## src/rtl/wb_fetch_master.sv

```systemverilog
// wb_fetch_master
// Pipelined Wishbone read master. Streams a programmed range of 32-bit words
// from a block-RAM slave into an internal FIFO that a downstream consumer
// drains over a valid/ready handshake. One request per clock when the slave
// does not stall. Requests are issued only while the FIFO has room for every
// word already in flight, so the FIFO cannot overflow.
//
// Optional feature (macro WB_FETCH_LOOP_EN): continuous scan. With i_loop
// high at start, the range is re-issued back to back until i_loop is seen
// low at a pass end. Without the macro, i_loop is ignored.
//
// Ports:
//   clk, rst          clock, synchronous active-high reset
//   i_start           start pulse (sampled in IDLE only)
//   i_base, i_count   first word address and word count (0..2^ADDR_W)
//   i_loop            continuous-scan request (optional feature only)
//   o_busy, o_done    transfer in progress / one-cycle completion pulse
//   o_wb_*            Wishbone master request side (cyc, stb, we, addr)
//   i_wb_*            Wishbone slave response side (stall, ack, data)
//   o_valid, o_data   FIFO non-empty / FIFO head word
//   i_ready           consumer pop
module wb_fetch_master #(
    parameter int ADDR_W  = 7,
    parameter int FIFO_AW = 3
) (
    input  logic              clk,
    input  logic              rst,
    input  logic              i_start,
    input  logic [ADDR_W-1:0] i_base,
    input  logic [ADDR_W:0]   i_count,
    input  logic              i_loop,
    output logic              o_busy,
    output logic              o_done,
    output logic              o_wb_cyc,
    output logic              o_wb_stb,
    output logic              o_wb_we,
    output logic [ADDR_W-1:0] o_wb_addr,
    input  logic              i_wb_stall,
    input  logic              i_wb_ack,
    input  logic [31:0]       i_wb_data,
    output logic              o_valid,
    output logic [31:0]       o_data,
    input  logic              i_ready
);

    localparam int DEPTH = 1 << FIFO_AW;
    localparam logic [FIFO_AW+1:0] DEPTH_L = (FIFO_AW+2)'(DEPTH);

    typedef enum logic [1:0] {S_IDLE, S_ISSUE, S_DRAIN} state_t;

    state_t              state, state_nxt;
    logic [ADDR_W-1:0]   addr_r;
    logic [ADDR_W:0]     remain_r;
    logic [FIFO_AW:0]    outst_r, outst_nxt;
    logic [FIFO_AW:0]    fcnt_r;
    logic [FIFO_AW-1:0]  wr_ptr, rd_ptr;
    logic [31:0]         mem [DEPTH];
    logic                done_r, done_nxt;

    logic [FIFO_AW+1:0]  inflight;
    logic                credit, stb_w, accept, ack_v, push, pop;
    logic                start_ok, last_acc;
    logic                loop_cont, pass_done;
    logic [ADDR_W-1:0]   reload_addr;
    logic [ADDR_W:0]     reload_cnt;

    // Words in the FIFO plus words requested but not yet returned must never
    // exceed the FIFO depth; this is the issue credit.
    assign inflight = {1'b0, fcnt_r} + {1'b0, outst_r};
    assign credit   = inflight < DEPTH_L;
    assign stb_w    = (state == S_ISSUE) && credit;
    assign accept   = stb_w && !i_wb_stall;
    // Acks outside a bus cycle (e.g. after a reset) are stale and dropped.
    assign ack_v    = i_wb_ack && (state != S_IDLE) && (outst_r != '0);
    assign push     = ack_v;
    assign pop      = (fcnt_r != '0) && i_ready;
    assign start_ok = (state == S_IDLE) && i_start && (i_count != '0);
    assign last_acc = accept && (remain_r == (ADDR_W+1)'(1));

`ifdef WB_FETCH_LOOP_EN
    logic [ADDR_W-1:0] base_r;
    logic [ADDR_W:0]   count_r;
    logic              loop_r;
    logic [ADDR_W:0]   ack_rem_r;

    assign loop_cont   = loop_r && i_loop;
    assign reload_addr = base_r;
    assign reload_cnt  = count_r;
    // ack_rem_r counts acks left in the current pass so done can mark each
    // pass end even while the next pass is already being issued.
    assign pass_done   = ack_v && (ack_rem_r == (ADDR_W+1)'(1));

    always_ff @(posedge clk) begin
        if (start_ok) begin
            base_r  <= i_base;
            count_r <= i_count;
        end
    end

    always_ff @(posedge clk) begin
        if (rst) begin
            loop_r    <= 1'b0;
            ack_rem_r <= '0;
        end else begin
            if (start_ok) begin
                loop_r    <= i_loop;
                ack_rem_r <= i_count;
            end else begin
                if (last_acc && !i_loop)
                    loop_r <= 1'b0;
                if (ack_v)
                    ack_rem_r <= (ack_rem_r == (ADDR_W+1)'(1)) ? count_r
                                                                : ack_rem_r - 1'b1;
            end
        end
    end
`else
    logic unused_loop;
    assign unused_loop = i_loop;
    assign loop_cont   = 1'b0;
    assign reload_addr = '0;
    assign reload_cnt  = '0;
    assign pass_done   = 1'b0;
`endif

    always_comb begin
        outst_nxt = outst_r;
        if (accept && !ack_v)
            outst_nxt = outst_r + 1'b1;
        else if (!accept && ack_v)
            outst_nxt = outst_r - 1'b1;
    end

    always_comb begin
        state_nxt = state;
        done_nxt  = 1'b0;
        case (state)
            S_IDLE: begin
                if (i_start) begin
                    if (i_count == '0)
                        done_nxt = 1'b1;
                    else
                        state_nxt = S_ISSUE;
                end
            end
            S_ISSUE: begin
                if (last_acc && !loop_cont)
                    state_nxt = S_DRAIN;
            end
            S_DRAIN: begin
                // Leave on the cycle the final ack lands so done follows it by one clock.
                if (outst_nxt == '0) begin
                    state_nxt = S_IDLE;
                    done_nxt  = 1'b1;
                end
            end
            default: state_nxt = S_IDLE;
        endcase
        if (pass_done)
            done_nxt = 1'b1;
    end

    always_ff @(posedge clk) begin
        if (rst) begin
            state    <= S_IDLE;
            addr_r   <= '0;
            remain_r <= '0;
            outst_r  <= '0;
            fcnt_r   <= '0;
            wr_ptr   <= '0;
            rd_ptr   <= '0;
            done_r   <= 1'b0;
        end else begin
            state   <= state_nxt;
            outst_r <= outst_nxt;
            done_r  <= done_nxt;
            if (start_ok) begin
                addr_r   <= i_base;
                remain_r <= i_count;
            end else if (accept) begin
                if (last_acc && loop_cont) begin
                    addr_r   <= reload_addr;
                    remain_r <= reload_cnt;
                end else begin
                    addr_r   <= addr_r + 1'b1;
                    remain_r <= remain_r - 1'b1;
                end
            end
            if (push)
                wr_ptr <= wr_ptr + 1'b1;
            if (pop)
                rd_ptr <= rd_ptr + 1'b1;
            case ({push, pop})
                2'b10:   fcnt_r <= fcnt_r + 1'b1;
                2'b01:   fcnt_r <= fcnt_r - 1'b1;
                default: fcnt_r <= fcnt_r;
            endcase
        end
    end

    always_ff @(posedge clk) begin
        if (push)
            mem[wr_ptr] <= i_wb_data;
    end

    assign o_busy    = (state != S_IDLE);
    assign o_wb_cyc  = (state != S_IDLE);
    assign o_wb_stb  = stb_w;
    assign o_wb_we   = 1'b0;
    assign o_wb_addr = addr_r;
    assign o_done    = done_r;
    assign o_valid   = (fcnt_r != '0);
    // Head is gated so the data output reads zero whenever nothing is held.
    assign o_data    = (fcnt_r != '0) ? mem[rd_ptr] : '0;

endmodule

```

## config.mk

```make
export PLATFORM = sky130hd
export DESIGN_NAME = wb_fetch_master
export DESIGN_NICKNAME = d
export VERILOG_FILES = /design/src/rtl/wb_fetch_master.sv
export SDC_FILE = /design/constraint.sdc
export NUM_CORES = 1
export LEC_CHECK = 0
export ABC_CLOCK_PERIOD_IN_PS = 12900
export BUFFER_PORTS_ARGS = -buffer_cell sky130_fd_sc_hd__buf_2
export CORE_MARGIN = 10
export CORE_UTILIZATION = 45
export CTS_CLUSTER_DIAMETER = 120
export DETAILED_ROUTE_END_ITERATION = 8
export PLACE_DENSITY = 0.6
export SLEW_MARGIN = 20
export SYNTH_ARGS = -nofsm -noshare
export SYNTH_HDL_FRONTEND = slang
export SYNTH_SLANG_ARGS = --single-unit
```

## constraint.sdc

```tcl
create_clock -name clk -period 12.9 [get_ports clk]
set_input_delay 0.645 -clock clk [delete_from_list [all_inputs] [get_ports clk]]
set_output_delay 0.645 -clock clk [all_outputs]
set_load 0.005 [all_outputs]
```

* Word-level counts from Yosys, hierarchy flattened
Memory sizes are Yosys's and may differ from the RTL's. A register that Yosys moved wholly into a read port is not among the register bits.
Cells that the tools add are included.
** Cells by class
- $add $sub $neg :: 9
- Reduce and logical (&&, ||, !) cells :: 23
- Order comparisons :: 1
- Equal/unequal tests :: 9
- Multiplexer cells :: 21
** Operator list (number)
- $mux 32 :: 1
- $mux 8 :: 2
- $mux 7 :: 2
- $logic_and 1x1->1 :: 10
- $add 4x1->4 const B :: 2
- $eq 8x1->1 const B :: 1
- $logic_not 8->1 :: 1
- $mux 2 :: 4
- $mux 4 :: 2
- $ne 2x2->1 const B :: 4
- $pmux 4 s2 :: 1
- $reduce_bool 4->1 :: 2
- $reduce_bool 8->1 :: 1
- $sub 4x1->4 const B :: 2
- $sub 8x1->8 const B :: 1
- $add 7x1->7 const B :: 1
- $add 3x1->3 const B :: 2
- $mux 3 :: 2
- $pmux 2 s3 :: 1
- $reduce_bool 2->1 :: 3
- $add 4x4->5 :: 1
- $lt 5x4->1 const B :: 1
- $mux 1 :: 5
- $eq 2x1->1 const B :: 2
- other kinds (6) :: 9
** Storage, ports and cells
- Output and inout bits :: 45
- Input bits :: 54
- Memory bits (writable) :: 256
- Flip-flop bits (word level) :: 32
- Memories :: 1
** Memory list
- mem :: words 8, bits a word 32, rd ports 1, clocked after Yosys merged registers in 1, wr ports 1, RTL line 57 : logic [31:0] mem [DEPTH];

* Logic depth before layout (Yosys ltp)
- Word-level depth :: 11
- Mapped depth :: 12
- Mapped depth without buffers :: 12

* Worst setup path after synthesis
No wires, ideal clock.
- Path kind :: reg-to-reg
- Start point :: register outst_r[0]
- End point :: memory mem[2][0] (enable)
- Cell stages (with the launch flop) :: 7
- Period minus slack after synthesis :: 5.013 ns
- Slack :: 7.887 ns
- Path buffers :: 0
- Arrival :: 4.500 ns
- Path through :: dfxtp_1 -> inv_1 -> ha_1 -> nor3b_2 -> nor2_4 -> inv_2 -> nor4b_1
** On the way
- Longest elaborated chain between the ends :: 4
** Ends and longest elaborated chain
- from (decl) :: RTL line 54 : logic [FIFO_AW:0] outst_r, outst_nxt;
- from (signal assigned) :: RTL line 175 : outst_r <= outst_nxt;
- $reduce_bool 4->1 :: RTL line 74 : assign ack_v = i_wb_ack && (state != S_IDLE) && (outst_r != '0);
- $logic_and 1x1->1 :: RTL line 74
- $mux 1 :: RTL line 202 : if (push)
- $mux 1 (not written as such) :: RTL line 203 : mem[wr_ptr] <= i_wb_data;
- to (decl) :: RTL line 57
Every way passes these cells.

==> results.tsv <==
metric	value	unit
wl_met2	12300	um
drt-vias-per-instance	5.54	
worstSetupStartpointType	register	
report.final.slew_viol_count	0	
cts.sinks	291	
clk_latency	0.55	ns
fill_cells	2059	
grt_pass1_vias	6661	
drc	0	
tightest_slew	1.00	ns
dp_cells	1056	
hold_path_end	remain_r[2]$_SDFFE_PP0P_	
finalClockSkew	0.0142	ns
rsz0062_at_grt	no	
wirelength	24300	um
drive_gt1_share	31.5	%
grt_pass1_wl	38000	um
synthDistinctLibCells	57	
grt_start_max_net_pins	65	
min_path_type	primary input to register	
grt-ovfl-total	0	
p_leak	0.00451	uW
status	finished, final reports clean	
core-area	25400	um2
final_common_cell	edfxtp_1	
clockRootBuffer	clkbuf_16	
final_cell_mix	edfxtp_1, buf_2, mux4_2	
yosys_warnings	0	
worstPathArrival	2.89	ns
r2r_start	fcnt_r[0]$_SDFFE_PP0P_	
ys_seq_elements	291	
dieArea	32800	um2
gr-usage-all-layers	14.6	%
cts_setup_buffers	0	
syn_inst	646	
stdcell_count	1111	
cellPowerDensity	147	nW/um2
routedWlPerCell	21.9	um
cts_buffers	30	
holdCritStartpoint	i_count[2]	
syn-num-nets	714	
timing.rr.end	fcnt_r[3]$_SDFFE_PP0P_	
ant_nets	0	
syn_area_per_cell	18.1	um2
slew_headroom	33.3	%
synth_area	11700	um2
yosysTopAreaCell	edfxtp_1	
antenna_found_initial	3	
start_util	46.0	%
row_count	58	
final_nets	826	
dp_hpwl	14300	um
top_layer	met5	
synth-seq-area-share	71.8	%
cts.reportedPaths.clkPinSlew	0.06	ns
power	1990	uW
synth_flop_cell	edfxtp_1	
async_reset_ff_share	0	%
cp.required	12.26	ns
max_freq	283	MHz
chipWidth	181	um
drt_iter0_drc	385	
htree_levels	1	
r2r_slack	9.95	ns
cts_hold_buffers	0	
hold_violations	0	
clockBufferDepth	3	
synth_edf_count	256	
synth_top_area_share	65.8	%
holdPathStages	2	
dr.pass1.iters	5	
max_cap_violations	0	
area.growth.synth_to_final	16.2	%
setup_viol	0	
synth.area.top_cells	edfxtp_1, mux4_2, dfxtp_1	
ioPinCount	99	
cts-resized-gates	0	
critPathKind	register to primary output	
r2r.worst_path.cells	11	
wl_met1	10500	um
gp_congestion	0.791	
cts_tree	built	
dieHeight	181	um
min_period	3.54	ns
tns	0	ns
irDropWorstVdd	0.0000825	V
worst_setup_path_end_kind	primary output	
wl_met3	1110	um
io_buffers	96	
num_vias	6157	
fin_crit_sh	27.4	%
crit_fanout	28	
power by group:
group	switching [uW]	total, uW	internal [uW]
combinational	72.7	131	57.9
sequential	11.4	1040	1030
clock	341	814	474
sequential cells by signal, indices dropped and copies added (netlist names), named ones only:
signal     cells
fcnt_r         4
mem          256
o_done         1
o_wb_addr      7
outst_r        4
rd_ptr         3
remain_r       8
state          2
wr_ptr         3
metrics by stage:
step	area (um2)	utilization (%)	hold WS, ns	worst slack [ns]
after floorplan	11700	-	0.445	7.89
after global placement	12600	49.7	0.477	9.72
after detailed placement	12600	49.8	0.478	9.84
after CTS	13600	53.4	0.342	9.24
after global routing	13600	53.4	0.365	9.10
final	13600	53.4	0.361	9.36
cells by family (layout without fill, tap and decap cells):
group / count (synthesis) / count (layout) / share of synthesized area [%]
DFF: 291 / 291 / 71.8
and+or+nand+nor: 128 / 128 / 5.42
muxes: 100 / 100 / 15.4
AOI/OAI and AO/OA: 54 / 54 / 3.20
buffers and inverters: 46 / 180 / 1.68
adders and majority gates: 14 / 14 / 1.56
xor gates and xnor gates: 12 / 12 / 0.899
other: 1 / 2 / 0.0321
Yosys cell counts, drive strengths merged (3+ instances only):
cell / instances
xnor2: 7
o22ai: 3
o211a: 4
xor2: 5
inv: 14
nand3: 8
clkbuf: 15
dfxtp: 35
mux4: 64
nor3: 10
buf: 17
nor2: 62
edfxtp: 256
o21ai: 14
nand4: 3
mux2i: 36
a21oi: 15
nor3b: 4
ha: 13
nor4: 7
nand2: 24
cell type report:
cell class              count  area (um2)  share of cell area, %
diodes                      1        2.50                 0.0184
clock buffers              34         787                   5.80
clock inverters            20         145                   1.07
inverters                  14        52.6                  0.387
multi-input cells         309        3160                   23.2
flip-flops and latches    291        8400                   61.9
well taps                 330         413                   3.04
repair buffers            112         621                   4.57
routing by layer:
layer / vias to the layer above / track usage (%)
met2: 136 / 24.9
li1: 2787 / -
met1: 3194 / 18.7
met4: 4 / 3.77
met3: 36 / 2.92
met5: - / 0
worst max path at each step:
stage | startpoint | to | slack, ns | depth (start not counted)
after floorplan | outst_r[0]$_SDFF_PP0_ | mem[2][0]$_DFFE_PP_ | 7.89 | 6
after detailed placement | register | o_data[16] | 9.84 | 6
after global placement | register | o_data[2] | 9.72 | 5
final | register | o_data[16] | 9.36 | 6
after CTS | register | o_data[16] | 9.24 | 6
after global routing | register | o_data[22] | 9.10 | 6
critical path: stages, from the launching register on:
cell and delay (ns):
dfxtp_4 0.48, buf_4 0.57, buf_16 0.31, mux4_2 0.53, mux2i_1 0.18, nor2_1 0.08
buf_2 0.17
Note: power is estimated with default switching activity, not from simulation.
